<file path="src/rtl/uart_tx.sv">
// UART transmitter: one start bit, 8 data bits LSB first, optional parity, 1 or 2 stop bits.
// Frame format and divisor are captured at accept so that mid-frame changes only affect later frames.
module uart_tx #(
    parameter int DIV_WIDTH   = 16,
    parameter int DEFAULT_DIV = 104
) (
    input  logic                 clk,
    input  logic                 reset,
    input  logic                 div_load,
    input  logic [DIV_WIDTH-1:0] div_value,
    input  logic                 parity_en,
    input  logic                 parity_odd,
    input  logic                 stop2,
    input  logic                 tx_valid,
    input  logic [7:0]           tx_data,
    output logic                 tx_ready,
    output logic                 txd,
    output logic                 busy,
    output logic                 frame_done
);

    typedef enum logic [2:0] {
        IDLE   = 3'd0,
        START  = 3'd1,
        DATA   = 3'd2,
        PARITY = 3'd3,
        STOP   = 3'd4
    } state_t;

    localparam logic [DIV_WIDTH-1:0] DIV_ZERO = {DIV_WIDTH{1'b0}};
    localparam logic [DIV_WIDTH-1:0] DIV_ONE  = {{(DIV_WIDTH-1){1'b0}}, 1'b1};
    localparam logic [DIV_WIDTH-1:0] DIV_RST  = DIV_WIDTH'(DEFAULT_DIV);

    function automatic logic parity_bit(input logic [7:0] data, input logic odd);
        return (^data) ^ odd;
    endfunction

    state_t               state_r, state_next_s;
    logic [DIV_WIDTH-1:0] div_r, div_eff_s, div_snap_r;
    logic [DIV_WIDTH-1:0] cnt_r, cnt_next_s;
    logic [2:0]           bit_idx_r, bit_idx_next_s;
    logic                 stop_idx_r, stop_idx_next_s;
    logic [7:0]           data_r;
    logic                 par_en_r, par_odd_r, stop2_r;
    logic                 txd_r, txd_s;
    logic                 bit_end_s, last_stop_s, ready_s, accept_s;

    // Handshake and end-of-frame decode; ready also opens in the last stop clock for back-to-back frames.
    always_comb begin
        div_eff_s   = (div_r == DIV_ZERO) ? DIV_ONE : div_r;
        bit_end_s   = (cnt_r == DIV_ZERO);
        last_stop_s = (state_r == STOP) && bit_end_s && (stop_idx_r == stop2_r);
        ready_s     = !reset && ((state_r == IDLE) || last_stop_s);
        accept_s    = tx_valid && ready_s;
    end

    // Next-state, bit-timing counter and line level decode.
    always_comb begin
        state_next_s    = state_r;
        cnt_next_s      = cnt_r;
        bit_idx_next_s  = bit_idx_r;
        stop_idx_next_s = stop_idx_r;
        txd_s           = 1'b1;
        case (state_r)
            IDLE: begin
                txd_s = 1'b1;
                if (accept_s) begin
                    state_next_s = START;
                    cnt_next_s   = div_eff_s - DIV_ONE;
                end else begin
                    state_next_s = IDLE;
                end
            end
            START: begin
                txd_s = 1'b0;
                if (bit_end_s) begin
                    state_next_s   = DATA;
                    cnt_next_s     = div_snap_r - DIV_ONE;
                    bit_idx_next_s = 3'd0;
                end else begin
                    cnt_next_s = cnt_r - DIV_ONE;
                end
            end
            DATA: begin
                txd_s = data_r[bit_idx_r];
                if (bit_end_s) begin
                    cnt_next_s = div_snap_r - DIV_ONE;
                    if (bit_idx_r == 3'd7) begin
                        stop_idx_next_s = 1'b0;
                        if (par_en_r) begin
                            state_next_s = PARITY;
                        end else begin
                            state_next_s = STOP;
                        end
                    end else begin
                        bit_idx_next_s = bit_idx_r + 3'd1;
                    end
                end else begin
                    cnt_next_s = cnt_r - DIV_ONE;
                end
            end
            PARITY: begin
                txd_s = parity_bit(data_r, par_odd_r);
                if (bit_end_s) begin
                    state_next_s    = STOP;
                    stop_idx_next_s = 1'b0;
                    cnt_next_s      = div_snap_r - DIV_ONE;
                end else begin
                    cnt_next_s = cnt_r - DIV_ONE;
                end
            end
            STOP: begin
                txd_s = 1'b1;
                if (last_stop_s) begin
                    if (accept_s) begin
                        state_next_s = START;
                        cnt_next_s   = div_eff_s - DIV_ONE;
                    end else begin
                        state_next_s = IDLE;
                    end
                end else if (bit_end_s) begin
                    stop_idx_next_s = 1'b1;
                    cnt_next_s      = div_snap_r - DIV_ONE;
                end else begin
                    cnt_next_s = cnt_r - DIV_ONE;
                end
            end
            default: begin
                state_next_s = IDLE;
                cnt_next_s   = DIV_ZERO;
                txd_s        = 1'b1;
            end
        endcase
    end

    // State, counters, frame snapshots and the registered line driver.
    always_ff @(posedge clk) begin
        if (reset) begin
            state_r    <= IDLE;
            cnt_r      <= DIV_ZERO;
            bit_idx_r  <= 3'd0;
            stop_idx_r <= 1'b0;
            data_r     <= 8'h00;
            div_snap_r <= DIV_ONE;
            par_en_r   <= 1'b0;
            par_odd_r  <= 1'b0;
            stop2_r    <= 1'b0;
            txd_r      <= 1'b1;
        end else begin
            state_r    <= state_next_s;
            cnt_r      <= cnt_next_s;
            bit_idx_r  <= bit_idx_next_s;
            stop_idx_r <= stop_idx_next_s;
            txd_r      <= txd_s;
            if (accept_s) begin
                data_r     <= tx_data;
                div_snap_r <= div_eff_s;
                par_en_r   <= parity_en;
                par_odd_r  <= parity_odd;
                stop2_r    <= stop2;
            end
        end
    end

    // Divisor register; a new value is only picked up by the next accepted frame.
    always_ff @(posedge clk) begin
        if (reset) begin
            div_r <= DIV_RST;
        end else if (div_load) begin
            div_r <= div_value;
        end
    end

    assign tx_ready   = ready_s;
    assign txd        = txd_r;
    assign busy       = (state_r != IDLE);
    assign frame_done = last_stop_s && !reset;

endmodule

</file>
<file path="config.mk">
export PLATFORM = sky130hd
export DESIGN_NAME = uart_tx
export DESIGN_NICKNAME = d
export VERILOG_FILES = /design/src/rtl/uart_tx.sv
export SDC_FILE = /design/constraint.sdc
export NUM_CORES = 1
export LEC_CHECK = 0
export CORE_MARGIN = 2
export CORE_UTILIZATION = 44
export CTS_CLUSTER_DIAMETER = 30
export DETAILED_ROUTE_END_ITERATION = 16
export PLACE_DENSITY = 0.73
export SYNTH_ARGS = -nofsm -noshare
export SYNTH_HDL_FRONTEND = slang
export SYNTH_SLANG_ARGS = --single-unit
</file>
<file path="constraint.sdc">
create_clock -name clk -period 8.7 [get_ports clk]
set_input_delay 1.305 -clock clk [delete_from_list [all_inputs] [get_ports clk]]
set_output_delay 1.305 -clock clk [all_outputs]
set_load 0.005 [all_outputs]
</file>
==> impl_metrics.yaml <==
drt:
  drc_errors: 0
  drtIter0Drc: 344
  wl_per_cell_um: 16.0
  ant_nets: 0
  vias_per_cell: 5.83
  drt_first_pass_iters: 5
  wl_um: 9470
  via_count: 3456
logic_synthesis:
  synthTopCellsByArea: "dfxtp_1 (35%), nand2_1 (7.0%), xnor2_1 (4.4%)"
  synthAdderAreaFrac_pct: 1.32
  synth-edff-count: 0
  yosys.area_share.xor_xnor_pct: 6.92
  syn_avg_cell_area_sq_um: 8.23
  ys_ff_latch: 67
  yosysSeqAreaShare_pct: 35.3
  yosys.area_share.simple_pct: 27.3
  yosysMostFrequentCell: "nand2_1"
  synth_top_family_by_area: "simple AND/OR/NAND/NOR gates"
  synthArstFlopShare_pct: 0
  synth_cell_type_count: 62
  synth_nets: 496
  ys_dominant_reg_cell: "dfxtp_1"
  synth.area.mux_share_pct: 6.06
  synth_compound_area_share_pct: 19.2
  yosysWarnings: 0
  netlist.area_leader.share_pct: 35.3
  synth_common_cells: "nand2_1 (71), dfxtp_1 (67), nor2_1 (39)"
  synthCells: 461
  yosysTopAreaCell: "dfxtp_1"
  syn-cell-area_sq_um: 3800
global_routing:
  grt_pass1_vias: 3268
  antenna_found_initial: 0
  track_usage_pct: 20.3
  grt_pass1_wl_um: 15800
  grt-ovfl-total: 0
  grt_max_degree: 58
clock_network:
  cts_tree: "yes"
  hold_buffers: 0
  numCtsBuffers: 9
  h-tree-depth: 3
  cts_buffer_depth: 2
  cts_sinks: 67
  ctsResizeCount: 0
  clockRootBuffer: "clkbuf_8"
  post-cts-setup-buffers: 0
  clk_pin_slew_worst_paths_ps: 70
  worst_skew_pair.late_latency_ps: 340
placed_design:
  place_ws_ps: 4300
  place_congestion: 0.914
  portBuffers: 34
  dpl.hpwl_um: 6730
worst_setup_path:
  crit_chain: "buf_2, nor3_1, a31oi_1, buf_4, inv_1, clkdlybuf4s50_1"
  crit_path_max_fanout: 57
  cp_top_family: "buffers and inverters"
  end_kind: "primary output"
  crit_type: "input port to primary output"
  cp_slowest_cell: "buf_2"
  cp_num_buf_inv: 4
  crit_path_start_kind: "input port"
  arrival_ps: 3110
  cp.required_ps: 7390
  critPathMaxStageDelay_ps: 670
worst_hold_path:
  min_path_type: "flip-flop to flip-flop"
timing:
  slew_viol_final: 0
  fin_crit_ps: 4420
  fin_crit_sh_pct: 50.7
  finalHoldViolCount: 0
  finalWorstSetupSlack_ps: 4280
  tightestPinTransition_ps: 928
  slew_headroom_pct: 37.9
  fin_skew_ps: 7.18
  setup_viol: 0
  setup_tns_ps: 0
  rsz0062_at_grt: "false"
  fmax_ghz: 0.226
floorplanning:
  core_sq_um: 8300
  start_util_pct: 45.7
  core.rowCount: 33
  die-area_sq_um: 9390
  io_pins: 35
  die_y_um: 96.9
  die_x_um: 96.9
final_layout:
  diodes: 0
  drive_gt1_share_pct: 10.7
  fin_nets: 519
  areaGrowthSynthToFinish_pct: 14.6
run_status:
  status: "finished clean"
job:
  maxCapViolCount: 0
pwr:
  irDropWorstVdd_mv: 0.120
  powerDensity_nw_per_um2: 303
  power.leakage_nw: 1.62
## tightest hold or removal path, stage by stage (launching register included)
cell and delay (ps):
dfxtp_1 340, nand2_1 60, nand2_1 40
## report_power, final
part           internal [mW]  switching [mW]  total, mW
registers              0.366          0.0760      0.442
clock network          0.108           0.118      0.226
logic                  0.266           0.385      0.651
total                  0.739           0.579       1.32
## stage by stage
stage | hold slack, ps | instance area [sq um] | std cells | power (mW) | utilization [%]
detailed placement | 466 | 4180 | 578 | 1.08 | 50.4
global placement | 454 | 4180 | 578 | 1.07 | 50.4
finish | 478 | 4350 | 593 | 1.32 | 52.4
CTS | 475 | 4350 | 593 | 1.31 | 52.4
floorplan | 438 | 3800 | 461 | 0.930 | -
global route | 505 | 4350 | 593 | 1.40 | 52.4
## per-layer routing
metal / vias to the layer above / share of wire [%] / track usage, % / routed length [um]
li1: 1695 / - / - / -
met3: 22 / 5.6 / 3.11 / 529
met5: - / 0 / 0 / 0
met2: 137 / 45 / 31.8 / 4230
met4: 0 / 1.7 / 7.48 / 161
met1: 1602 / 48 / 28.2 / 4550
## cell usage in the layout (no fill, tap or decap), types with 4 or more instances in the layout
cell type	Yosys	final
ha_1	4	4
clkbuf_8	0	10
clkdlybuf4s50_1	0	33
mux2i_1	14	14
a31oi_1	5	5
buf_4	2	4
nor3_1	17	17
nor2b_1	7	6
xnor2_1	19	19
o211ai_1	5	5
o21ai_0	16	16
a211oi_1	6	6
or2_2	6	6
xor2_1	11	11
or4_1	6	6
mux2_2	4	4
a21oi_1	32	32
nand2_1	71	71
nor2_1	39	39
dfxtp_1	67	67
a211o_1	7	7
o31ai_1	4	4
inv_1	7	7
o32ai_1	4	4
nand3b_1	19	19
o22ai_1	6	6
or3_1	9	9
## sequential cells by signal, summed over array words and instances, names as in the netlist
register,cells
div_r,16
stop_idx_r,1
data_r,8
txd,1
par_en_r,1
stop2_r,1
par_odd_r,1
bit_idx_r,3
state_r,3
div_snap_r,16
cnt_r,16
## final cells by class
cell class / count / area (sq um)
timing repair buffer: 38 / 365
multi-input combinational: 361 / 2320
clock buffer: 10 / 138
sequential: 67 / 1340
clock inverter: 5 / 30.0
tap: 105 / 131
fill: 763 / 3950
inverter: 7 / 26.3
## final timing paths
path	cells after the start	slack [ps]	end	startpoint
worst max-delay path	6	4280	tx_ready	reset
worst min register to register	2	480	div_snap_r[7]$_SDFFE_PP0N_	div_r[7]$_SDFFE_PP0P_
worst min-delay path	2	480	div_snap_r[7]$_SDFFE_PP0N_	div_r[7]$_SDFFE_PP0P_
worst max register to register	10	4890	cnt_r[14]$_SDFF_PP0_	cnt_r[0]$_SDFF_PP0_
## cells by family after synthesis
kind of cell               Yosys count
AOI/OAI and AO/OA                  108
xor gates and xnor gates            30
adders and majority gates            4
buffers and inverters               33
DFF                                 67
muxes                               20
and+or+nand+nor                    199
Note: power is estimated with default switching activity, not from simulation.
